===== src/rtl/mem_bus_arbiter.sv =====
// Shares one single-port memory bus between the instruction-fetch and data ports.
// Data has priority; the pipeline is stalled until every enabled port of the current cycle is served.
module mem_bus_arbiter #(
  parameter int unsigned TIMEOUT = 255
) (
  input  logic        clk,
  input  logic        rst,
  input  logic        inst_ce_i,
  input  logic [31:0] inst_addr_i,
  output logic [31:0] inst_data_o,
  input  logic        data_ce_i,
  input  logic        data_we_i,
  input  logic [3:0]  data_sel_i,
  input  logic [31:0] data_addr_i,
  input  logic [31:0] data_wdata_i,
  output logic [31:0] data_rdata_o,
  output logic        bus_req_o,
  output logic        bus_we_o,
  output logic [3:0]  bus_sel_o,
  output logic [31:0] bus_addr_o,
  output logic [31:0] bus_wdata_o,
  input  logic        bus_ack_i,
  input  logic [31:0] bus_rdata_i,
  output logic        stallreq_o,
  output logic        bus_err_o
);

  typedef enum logic [1:0] {S_IDLE, S_DREQ, S_IREQ} state_t;

  localparam int unsigned CW = (TIMEOUT > 0) ? $clog2(TIMEOUT + 1) : 1;
  localparam logic [CW-1:0] TMO = CW'(TIMEOUT);

  state_t        r_state;
  state_t        w_state_nxt;
  logic          r_inst_done;
  logic          r_data_done;
  logic [CW-1:0] r_cnt;
  logic          r_req;
  logic          r_we;
  logic [3:0]    r_sel;
  logic [31:0]   r_addr;
  logic [31:0]   r_wdata;
  logic [31:0]   r_inst_data;
  logic [31:0]   r_data_rdata;
  logic          r_err;

  logic          w_d_pend;
  logic          w_i_pend;
  logic          w_tmo;
  logic          w_fin;
  logic          w_load_d;
  logic          w_load_i;
  logic [31:0]   w_rd;

  assign w_d_pend = data_ce_i & ~r_data_done;
  assign w_i_pend = inst_ce_i & ~r_inst_done;
  // A same-cycle ack takes precedence over the timeout abort.
  assign w_tmo    = (TIMEOUT != 0) && (r_cnt == TMO) && !bus_ack_i;
  assign w_fin    = bus_ack_i | w_tmo;
  assign w_rd     = bus_ack_i ? bus_rdata_i : '0;

  always_ff @(posedge clk or negedge rst) begin
    if (!rst) r_state <= S_IDLE;
    else      r_state <= w_state_nxt;
  end

  always_comb begin
    w_state_nxt = r_state;
    case (r_state)
      S_IDLE: begin
        if (w_d_pend)      w_state_nxt = S_DREQ;
        else if (w_i_pend) w_state_nxt = S_IREQ;
      end
      S_DREQ: begin
        if (w_fin) w_state_nxt = w_i_pend ? S_IREQ : S_IDLE;
      end
      S_IREQ: begin
        if (w_fin) w_state_nxt = w_d_pend ? S_DREQ : S_IDLE;
      end
      default: w_state_nxt = S_IDLE;
    endcase
  end

  always_comb begin
    stallreq_o = w_d_pend | w_i_pend;
    w_load_d   = (w_state_nxt == S_DREQ) && (r_state != S_DREQ);
    w_load_i   = (w_state_nxt == S_IREQ) && (r_state != S_IREQ);
  end

  always_ff @(posedge clk or negedge rst) begin
    if (!rst) begin
      r_req        <= 1'b0;
      r_we         <= 1'b0;
      r_sel        <= '0;
      r_addr       <= '0;
      r_wdata      <= '0;
      r_cnt        <= '0;
      r_inst_done  <= 1'b0;
      r_data_done  <= 1'b0;
      r_inst_data  <= '0;
      r_data_rdata <= '0;
      r_err        <= 1'b0;
    end else begin
      r_err <= (r_state != S_IDLE) && w_tmo;
      if (w_load_d) begin
        r_req   <= 1'b1;
        r_we    <= data_we_i;
        r_sel   <= data_sel_i;
        r_addr  <= data_addr_i;
        r_wdata <= data_wdata_i;
        r_cnt   <= '0;
      end else if (w_load_i) begin
        r_req   <= 1'b1;
        r_we    <= 1'b0;
        r_sel   <= '1;
        r_addr  <= inst_addr_i;
        r_wdata <= '0;
        r_cnt   <= '0;
      end else if (r_state != S_IDLE) begin
        if (w_fin)              r_req <= 1'b0;
        else if (TIMEOUT != 0)  r_cnt <= r_cnt + CW'(1);
      end

      if (r_state == S_DREQ && w_fin) begin
        r_data_done <= 1'b1;
        if (!r_we) r_data_rdata <= w_rd;
      end
      if (r_state == S_IREQ && w_fin) begin
        r_inst_done <= 1'b1;
        r_inst_data <= w_rd;
      end
      // Both ports served: the pipeline advances on this edge.
      if (r_state == S_IDLE && !stallreq_o) begin
        r_inst_done <= 1'b0;
        r_data_done <= 1'b0;
      end
    end
  end

  assign bus_req_o    = r_req;
  assign bus_we_o     = r_we;
  assign bus_sel_o    = r_sel;
  assign bus_addr_o   = r_addr;
  assign bus_wdata_o  = r_wdata;
  assign inst_data_o  = r_inst_data;
  assign data_rdata_o = r_data_rdata;
  assign bus_err_o    = r_err;

endmodule


===== config.mk =====
export PLATFORM = sky130hd
export DESIGN_NAME = mem_bus_arbiter
export DESIGN_NICKNAME = d
export VERILOG_FILES = /design/src/rtl/mem_bus_arbiter.sv
export SDC_FILE = /design/constraint.sdc
export NUM_CORES = 1
export LEC_CHECK = 0
export BUFFER_PORTS_ARGS = -buffer_cell sky130_fd_sc_hd__buf_2
export CELL_PAD_IN_SITES_DETAIL_PLACEMENT = 0
export CELL_PAD_IN_SITES_GLOBAL_PLACEMENT = 1
export CORE_UTILIZATION = 35
export DETAILED_ROUTE_END_ITERATION = 7
export GPL_TIMING_DRIVEN = 0
export PLACE_DENSITY = 0.74
export SYNTH_ARGS = -nofsm -noshare
export SYNTH_HDL_FRONTEND = slang
export SYNTH_SLANG_ARGS = --single-unit

===== constraint.sdc =====
create_clock -name clk -period 2.95 [get_ports clk]
set_input_delay 0.4425 -clock clk [delete_from_list [all_inputs] [get_ports clk]]
set_output_delay 0.4425 -clock clk [all_outputs]
set_load 0.01 [all_outputs]

**Word-level counts from Yosys, hierarchy flattened**

Cells that the tools add are included.

- Output and inout bits: 136
- Logic and storage cells: 75
- Flip-flop bits (word level): 147
- Input port bits: 138

- Reduce and logical (&&, ||, !) cells: 19
- Bitwise operators: 7
- Add/subtract/negate cells: 1
- Eq/ne operators: 8
- Mux-type cells: 28

Operators with widths:

| kind | number |
|---|---|
| two-way mux 32 bit | 5 |
| two-way mux 8 bit | 4 |
| two-way mux 1 bit | 11 |
| two-way mux 2 bit | 5 |
| adder 8 x 1 -> 8 bit, second input constant | 1 |
| equality test 8 bit, second input constant | 1 |
| two-way mux 4 bit | 2 |
| nonzero test 2 bit | 4 |
| logical AND 1 bit | 7 |
| case mux 2 bit (3 select lines) | 1 |
| AND reduction 2 bit | 3 |
| nonzero test 3 bit | 2 |
| equality test 2 x 1 -> 1 bit, second input constant | 2 |
| equality test 2 bit, second input constant | 2 |
| != test 3 x 1 -> 1 bit, second input constant | 1 |
| NOT 1 bit | 3 |
| bitwise AND 1 bit | 2 |
| logical NOT 1 bit | 2 |
| logical NOT 2 bit | 1 |
| != test 2 x 1 -> 1 bit, second input constant | 1 |
| != test 2 bit, second input constant | 1 |
| OR 1 bit | 2 |

**Logic depth before layout (Yosys ltp)**

Gate-level depths: netlist of run 1.

- Word-level depth: 9
- Mapped depth: 10
- Mapped depth without buffers: 5

**Worst setup path before layout of run 1**

No wires, ideal clock.

- Path kind: register to register
- Start point: register r_cnt[0]
- End point: register r_wdata[16], in the netlist bus_wdata_o[16]
- Setup slack: 0.846 ns
- Library setup time: 0.090 ns
- Data required time: 2.860 ns
- Stages on the path, launching flop included: 11
- Data arrival time: 2.014 ns
- Path buffers: 5
- Period minus slack after synthesis: 2.104 ns
- Cell sequence: dfrtp_1 ha_1 and4_4 buf_6 and4_4 buf_6 or2_1 clkbuf_1 buf_6 buf_6 o31ai_4

- Cells in the longest elaborated chain, start to end: 8
- Elaborated cells between the ends (all ways): 12
- Classes of those cells: 3 x eq/ne; 4 x mux; 1 x bitwise; 4 x reduce/logical

Ends and longest elaborated chain:

| item | line | source |
|---|---|---|
| from (decl) | 37 | `logic [CW-1:0] r_cnt;` |
| from (signal assigned) | 121 | `else if (TIMEOUT != 0) r_cnt <= r_cnt + CW'(1);` |
| equality test 8 bit (*) | 58 | `assign w_tmo = (TIMEOUT != 0) && (r_cnt == TMO) && !bus_ack_i;` |
| logical AND 1 bit (*) | 58 |  |
| OR 1 bit (*) | 59 | `assign w_fin = bus_ack_i \| w_tmo;` |
| two-way mux 2 bit (on tied branches) | 78, 75 |  |
| case mux 2 bit (3 select lines) (*) | 69 | `case (r_state)` |
| equality test 2 x 1 -> 1 bit or equality test 2 bit (tied branches) | 86, 87 |  |
| logical AND 1 bit (on tied branches) | 86, 87 |  |
| two-way mux 32 bit or nonzero test 2 bit (tied branches) | -- |  |
| to (signal assigned) | 110 | `r_wdata <= data_wdata_i;` |
| to (decl) | 42 | `logic [31:0] r_wdata;` |

Every way passes the cells marked *; elsewhere a longest branch is shown, timed or not.
A chain may end at the register's enable or synchronous reset.

**Worst setup path in the final report of run 1**

- Start point: register r_cnt[0]
- End point: register r_addr[22], in the netlist bus_addr_o[22]

- Cells in the longest elaborated chain, start to end: 8
- Elaborated cells between the ends (all ways): 12
- Classes of those cells: 3 x eq/ne; 4 x mux; 1 x bitwise; 4 x reduce/logical

Ends and longest elaborated chain:

| item | line | source |
|---|---|---|
| equality test 8 bit (*) | 58 |  |
| logical AND 1 bit (*) | 58 |  |
| OR 1 bit (*) | 59 |  |
| two-way mux 2 bit (on tied branches) | 78, 75 |  |
| case mux 2 bit (3 select lines) (*) | 69 |  |
| equality test 2 x 1 -> 1 bit or equality test 2 bit (tied branches) | 86, 87 |  |
| logical AND 1 bit (on tied branches) | 86, 87 |  |
| two-way mux 32 bit or nonzero test 2 bit (tied branches) | -- |  |
| to (signal assigned) | 109 | `r_addr <= data_addr_i;` |
| to (signal assigned) | 116 | `r_addr <= inst_addr_i;` |
| to (decl) | 41 | `logic [31:0] r_addr;` |

Marks and branches as above.

==> parameters.txt, run 1 <==
Parameter                              Value

STA
  Post-route setup slack    0.5510 ns
  Ratio of final minimum period to clock period    81.32%
  Final setup skew    0.01056 ns
  Post-layout minimum cycle time    2.399 ns
  Count of endpoints failing hold in the final timing report    0
  Setup Total Neg Slack    0 ns
  Setup repair after global routing missed its margin    no
  Transition time at the pin with the least slew margin    0.9312 ns
  Worst-case headroom to the max-slew limit    37.69%
  Pins Over Slew Limit    0
  Max Freq    416.8 MHz
  Setup violation total in the final timing report    0

Die
  Horizontal die dimension    141.7 um
  Full die area    20,080 um2
  Total I/O pin count    274
  Placement row count    50
  CORE AREA    18,890 um2
  Starting utilization of the core area    36.17%
  Die height    141.7 um

Worst setup path
  Worst path max stage delay    0.43 ns
  Setup slack, reg-to-reg    0.55 ns
  Family with the most delay on the worst path    buffers and inverters
  Cell-by-cell listing of the critical path    ha_1 > and4_4 > buf_6 > a211o_1 > buf_2 > and2_1 > buf_6 > clkbuf_1 > o311ai_1
  Slowest library cell on the worst path    sky130_fd_sc_hd__dfrtp_1
  Cell depth of the worst flop-to-flop path    9
  Crit Path Class    flop to flop
  Most repeated library cell on the critical path    sky130_fd_sc_hd__buf_6
  Origin of the worst setup path    r_cnt[0]
  Startpoint type of the worst setup path    flop
  Total buffers and inverters traversed by the critical path    4
  Data required, critical path    3.27 ns
  Reg2Reg Capture Point    bus_addr_o[22]
  Worst EP arrival    2.71 ns
  Nature of the critical path endpoint    flop
  Peak fanout along the critical path    10
  Worst reg2reg path startpoint    r_cnt[0]

Logic synthesis
  Warning count from the yosys run    0
  Top-area cell type share of the netlist area    53.84%
  Mean instance size in the synthesized netlist    10.69 um2
  Synthesized instance count    639
  Synth unique cells    44
  Largest cells by area after synthesis    sky130_fd_sc_hd__dfrtp_1, sky130_fd_sc_hd__inv_1, sky130_fd_sc_hd__nand3_1
  Mapped Nets    778
  Synthesis-stage register bit count    147
  Post-Synthesis Cell Area    6833 um2
  Portion of the post-synthesis area used by sequential elements    53.84%
  Top cell type by total area after synthesis    sky130_fd_sc_hd__dfrtp_1

CTS
  Root buffer cell    sky130_fd_sc_hd__clkbuf_16
  TritonCTS Sinks    147
  Maximum buffer depth of the clock tree    2
  Count of hold-fix buffers inserted at cts    0
  Clock tree from TritonCTS    done
  Clk Latency, worst-skew pair    0.42 ns
  Clock slew seen by the registers of the worst setup and hold paths    0.07 ns
  CTS H-tree depth    4
  Cts repair resizes    0
  Count of buffers added by post-CTS timing repair for setup    0
  Number of buffers created by CTS    17

GRT
  Vias in the first global route    6,143
  Wire length of the first global-routing pass    33,150 um
  Global route overflow    0
  Largest net degree at the start of global routing    81
  Initial antenna violation count    3
  Total global-route track usage    21.38%

Placement
  Gpl congestion    0.7954
  DP Cell Count    1,173
  Half-perimeter wire length of the detailed placement result    15,150 um
  Port-buffer cells    273
  Pre-CTS WS    0.3821 ns
  Placed instance area    8558 um2

Layout
  Number of diodes    0
  Commonest cells after routing, fill and taps aside    sky130_fd_sc_hd__buf_2, sky130_fd_sc_hd__dfrtp_1, sky130_fd_sc_hd__inv_1
  Number of cells in the finished layout apart from fillers    1,205
  Final standard cell area without fillers    9114 um2
  Count of filler cells inserted in the layout    1,845
  Leading cell type in the layout, fill and taps excluded    sky130_fd_sc_hd__buf_2
  Fin nets    1,071
  Area added between synthesis and finish    33.38%
  Layout cell share with drive strength beyond 1    38.62%

Power and ir drop
  Total leakage power    0.004482 uW
  PwrDens    1012 nW/um2
  Largest vdd supply drop    0.4178 mV
  Sum of internal, switching and leakage power    9224 uW

Drt
  Number of optimization iterations in the first detailed-route pass    4
  Per-cell via count in the routed design    5.029
  Routed wire length    20,870 um
  First DRT Iteration DRCs    249
  Total number of vias    6,060
  Drt drc    0
  Number of routed nets with antenna violations    0
  Wire length per cell    17.32 um

Hold path
  Hold crit path type    primary input to asynchronous set/reset pin

Flow run
  Maxcap violations    0

Run status
  Run status    complete, no violations
==> final cells by class <==
class,instances,area [um2],share of cell area (%)
sequential,147,3679,40.36
timing repair buffer,274,1400,15.36
multi-input combinational,332,2465,27.05
buffer,60,314.1,3.446
inverter,100,375.4,4.119
clock inverter,14,116.4,1.277
clock buffer,18,439.2,4.819
tap,260,325.3,3.569
==> synth_stat cells, drive strengths merged <==
library cell	instances
dfrtp	147
o211ai	2
o31ai	34
nand2	35
mux2i	33
inv	100
nand3b	4
a32o	33
xor2	4
and4	3
o311ai	32
ha	1
or3	1
a211oi	1
and3b	1
a21oi	3
a2bb2oi	2
nand2b	3
buf	25
nor4b	1
xnor2	3
o21bai	1
nor3	9
nor4	3
a32oi	1
a22oi	1
a211o	2
nor2	5
clkbuf	35
o21ba	1
nand4	3
and2	1
nand3	69
and3	1
o31a	4
or2	1
o21ai	34
==> logic make-up (layout without fill, tap and decap cells) <==
logic type,after synthesis,count (layout),share of synthesized area (%)
compound gates,151,151,19.10
xor+xnor,7,7,0.8973
fa+ha+maj,1,1,0.1831
buf+inv,160,466,10.09
flops,147,147,53.84
mux,33,33,4.834
simple gates,140,140,11.06
==> power breakdown <==
group	leakage (uW)	internal [uW]	switching [uW]
clock network	0.000268	1120	946
registers	0.00185	2870	450
logic	0.00236	1620	2220
total	0.00448	5610	3610
==> worst reg2reg max path: stages (launching register included) <==
cell and delay (ns):
sky130_fd_sc_hd__dfrtp_1 0.43, sky130_fd_sc_hd__ha_1 0.28, sky130_fd_sc_hd__and4_4 0.17, sky130_fd_sc_hd__buf_6 0.12, sky130_fd_sc_hd__a211o_1 0.24, sky130_fd_sc_hd__buf_2 0.20, sky130_fd_sc_hd__and2_1 0.18, sky130_fd_sc_hd__buf_6 0.13
sky130_fd_sc_hd__clkbuf_1 0.25, sky130_fd_sc_hd__o311ai_1 0.32
==> flip-flops by register name (all words and copies together) (netlist names) <==
| name | count |
|---|---|
| r_data_done | 1 |
| bus_wdata_o | 32 |
| inst_data_o | 32 |
| data_rdata_o | 32 |
| bus_req_o | 1 |
| bus_err_o | 1 |
| r_inst_done | 1 |
| bus_sel_o | 4 |
| bus_addr_o | 32 |
| r_state | 2 |
| r_cnt | 8 |
| bus_we_o | 1 |
==> per-stage QoR <==
stage | utilization, % | hold slack [ns]
floorplan | - | 0.1469
global placement | 45.12 | 0.4680
detailed placement | 45.30 | 0.4757
CTS | 48.24 | 0.04375
global route | 48.24 | 0.06181
finish | 48.24 | 0.02260
==> worst max path at each step <==
stage | to | depth (start not counted) | slack (ns)
floorplan | bus_wdata_o[16] | 10 | 0.85
global placement | bus_sel_o[1] | 1 | -0.89
detailed placement | bus_addr_o[22] | 7 | 0.38
CTS | bus_addr_o[22] | 6 | 0.45
global route | bus_addr_o[19] | 6 | 0.30
finish | bus_addr_o[22] | 9 | 0.55
==> layer usage <==
metal	wire (um)	global-route usage [%]
met5	33	0
met2	9375	32.93
met4	348	7.866
met1	9240	27.56
met3	1874	7.661
No activity file was read; power rests on OpenSTA's default activity.
==> inputs of run 2 (changes only) <==
--- a/config.mk
+++ b/config.mk
@@ -8,7 +8,7 @@
 export BUFFER_PORTS_ARGS = -buffer_cell sky130_fd_sc_hd__buf_2
 export CELL_PAD_IN_SITES_DETAIL_PLACEMENT = 0
 export CELL_PAD_IN_SITES_GLOBAL_PLACEMENT = 1
-export CORE_UTILIZATION = 35
+export CORE_UTILIZATION = 33
 export DETAILED_ROUTE_END_ITERATION = 7
 export GPL_TIMING_DRIVEN = 0
 export PLACE_DENSITY = 0.74
==> constraint.sdc (replaced) <==
create_clock -name clk -period 2.1 [get_ports clk]
set_input_delay 0.315 -clock clk [delete_from_list [all_inputs] [get_ports clk]]
set_output_delay 0.315 -clock clk [all_outputs]
set_load 0.01 [all_outputs]
==> run 2 against run 1 <==
- fmax increased by 21%
- sequential share of layout area decreased by 2.1 points
- clock power increased by 49%
- worst hold slack improved by 0.090 ns
- critical endpoint is now bus_wdata_o[4]
==> parameters.txt, run 2 (synthesized netlist as in run 1, its figures left out) <==
Parameter                              Value

Worst setup path
  Worst EP arrival    2.31 ns (-0.40 ns)
  Nature of the critical path endpoint    flop
  Startpoint type of the worst setup path    flop
  Total buffers and inverters traversed by the critical path    3 (-1)
  Slowest library cell on the worst path    sky130_fd_sc_hd__dfrtp_2
  Family with the most delay on the worst path    compound AO/OA/AOI/OAI gates
  Cell-by-cell listing of the critical path    ha_4 > and4_4 > a211o_1 > buf_6 > and2_4 > buf_12 > buf_12 > o31ai_4
  Peak fanout along the critical path    7 (-3)
  Most repeated library cell on the critical path    sky130_fd_sc_hd__buf_12
  Crit Path Class    flop to flop
  Data required, critical path    2.44 ns (-0.83 ns)
  Worst path max stage delay    0.43 ns (about the same)

Power and ir drop
  PwrDens    1449 nW/um2 (+43%)
  Total leakage power    0.004664 uW (+4.1%)
  Largest vdd supply drop    0.5649 mV (+35%)

Layout
  Number of cells in the finished layout apart from fillers    1,224 (+1.6%)
  Layout cell share with drive strength beyond 1    43.19% (+4.6 points)
  Fin nets    1,080 (+0.84%)
  Count of filler cells inserted in the layout    1,943 (+5.3%)
  Final core occ    47.57% (-0.67 points)
  Area added between synthesis and finish    40.87%
  Leading cell type in the layout, fill and taps excluded    sky130_fd_sc_hd__buf_2
  Number of diodes    0 (unchanged)
  Commonest cells after routing, fill and taps aside    sky130_fd_sc_hd__buf_2, sky130_fd_sc_hd__dfrtp_1, sky130_fd_sc_hd__inv_1

STA
  Transition time at the pin with the least slew margin    0.7049 ns (-0.2263 ns)
  Max Freq    505.9 MHz (+21%)
  Post-route setup slack    0.1234 ns (-0.4276 ns)
  Pins Over Slew Limit    0 (unchanged)
  Worst-case headroom to the max-slew limit    53.01% (+15 points)
  Count of endpoints failing hold in the final timing report    0 (unchanged)
  Post-layout minimum cycle time    1.977 ns (-0.4224 ns)
  Final setup skew    0.01265 ns (+0.002084 ns)
  Ratio of final minimum period to clock period    94.13% (+13 points)
  Setup violation total in the final timing report    0 (unchanged)
  Setup repair after global routing missed its margin    no

Placement
  DP Cell Count    1,183 (+0.85%)
  Pre-CTS WS    -0.3855 ns (-0.7676 ns)
  Gpl congestion    0.7774 (-2.3%)
  Half-perimeter wire length of the detailed placement result    15,280 um (+0.92%)
  Port-buffer cells    273 (unchanged)

GRT
  Global route overflow    0 (unchanged)
  Wire length of the first global-routing pass    34,400 um (+3.8%)
  Largest net degree at the start of global routing    80 (-1.2%)
  Vias in the first global route    6,255 (+1.8%)
  Total global-route track usage    20.57% (-0.81 points)
  Initial antenna violation count    1 (-2)

Drt
  Routed wire length    21,770 um (+4.3%)
  Wire length per cell    17.79 um (+2.7%)
  First DRT Iteration DRCs    205 (-18%)
  Number of optimization iterations in the first detailed-route pass    6 (+2)
  Per-cell via count in the routed design    4.995 (-0.68%)
  Drt drc    0 (unchanged)
  Number of routed nets with antenna violations    0 (unchanged)
  Total number of vias    6,114 (+0.89%)

Die
  Die height    145.9 um (+2.9%)
  Starting utilization of the core area    33.77% (-2.4 points)
  Total I/O pin count    274 (unchanged)
  CORE AREA    20,230 um2 (+7.1%)
  Horizontal die dimension    145.9 um (+2.9%)
  Full die area    21,290 um2 (+6.0%)
  Placement row count    52 (+4.0%)

CTS
  CTS H-tree depth    4 (unchanged)
  Clock tree from TritonCTS    done
  Root buffer cell    sky130_fd_sc_hd__clkbuf_16
  Clock slew seen by the registers of the worst setup and hold paths    0.07 ns (about the same)
  Clk Latency, worst-skew pair    0.42 ns (about the same)
  Maximum buffer depth of the clock tree    2 (unchanged)
  Number of buffers created by CTS    17 (unchanged)
  TritonCTS Sinks    147 (unchanged)

Run status
  Run status    complete, no violations

Hold path
  Hold crit path type    primary input to flop

Flow run
  Maxcap violations    0 (unchanged)
-- run 2: cell count changes in the layout (fill, tap and decap cells not counted), sizes merged --
cell | previous run | this run
inv | 108 | 109
clkbuf | 53 | 48
bufinv | 0 | 1
clkinvlp | 3 | 4
clkinv | 3 | 1
dlygate4sd3 | 0 | 1
buf | 299 | 311
-- run 2: final cells by class --
type / instances / area [um2] / share of cell area (%)
Sequential cell: 147 / 3680 / 38.23
Multi-Input combinational cell: 332 / 2713 / 28.18
Timing Repair Buffer: 287 / 1553 / 16.13
Clock buffer: 17 / 425.4 / 4.420
Buffer: 56 / 379.1 / 3.939
Inverter: 100 / 375.4 / 3.900
Tap cell: 270 / 337.8 / 3.510
Clock inverter: 15 / 162.7 / 1.690
-- run 2: path summary, 6_finish.rpt --
kind                                   from               to  slack, ns  cells after the start
max                                r_cnt[0]   bus_wdata_o[4]       0.12                      8
min                        data_wdata_i[28]  bus_wdata_o[28]       0.11                      3
max reg2reg                        r_cnt[0]   bus_wdata_o[4]       0.12                      8
min reg2reg                  inst_data_o[6]   inst_data_o[6]       0.49                      1
max in group asynchronous               rst   bus_addr_o[15]       0.80                      3
min in group asynchronous               rst  data_rdata_o[3]       0.47                      2
-- run 2: where the power goes --
group / internal (uW) / total (uW) / switching [uW]
Clock: 1690 / 3090 / 1390
Sequential: 4030 / 4670 / 644
Combinational: 2760 / 6190 / 3430
-- run 2: metrics by stage --
| step | total power, uW | instance area [um2] | hold slack, ns | setup TNS [ns] |
|---|---|---|---|---|
| after global routing | 14820 | 9625 | 0.1199 | 0 |
| after floorplan | 7956 | 6835 | 0.01941 | 0 |
| final | 13940 | 9625 | 0.1121 | 0 |
| after detailed placement | 10200 | 8573 | 0.3776 | -36.77 |
| after global placement | 10100 | 8539 | 0.4694 | -269.77 |
| after CTS | 13580 | 9341 | 0.09642 | 0 |
-- run 2: timing repair --
| item | CTS | global route |
|---|---|---|
| hold endpoints to repair | 68 | 0 |
| endpoints found under the setup margin | 138 | 109 |
| gates resized for setup | 33 | 52 |
| cloned | 0 | 3 |
| setup buffers | 5 | 4 |
| hold buffers | 1 | 0 |
| pin swaps | 1 | 3 |
-- run 2: tightest hold or removal path: cells and delay by family --
family                 cells  cell delay [ns]
AO/OA/AOI/OAI              1             0.06
buffers and inverters      1             0.07
AND/OR/NAND/NOR            1             0.05
-- run 2: routing by layer --
metal	global-route usage [%]	up-vias	routed length (um)
li1	-	2877	-
met1	26.83	2983	9530
met2	32.39	229	10190
met3	6.897	23	1771
met4	6.000	2	265
met5	0	-	12
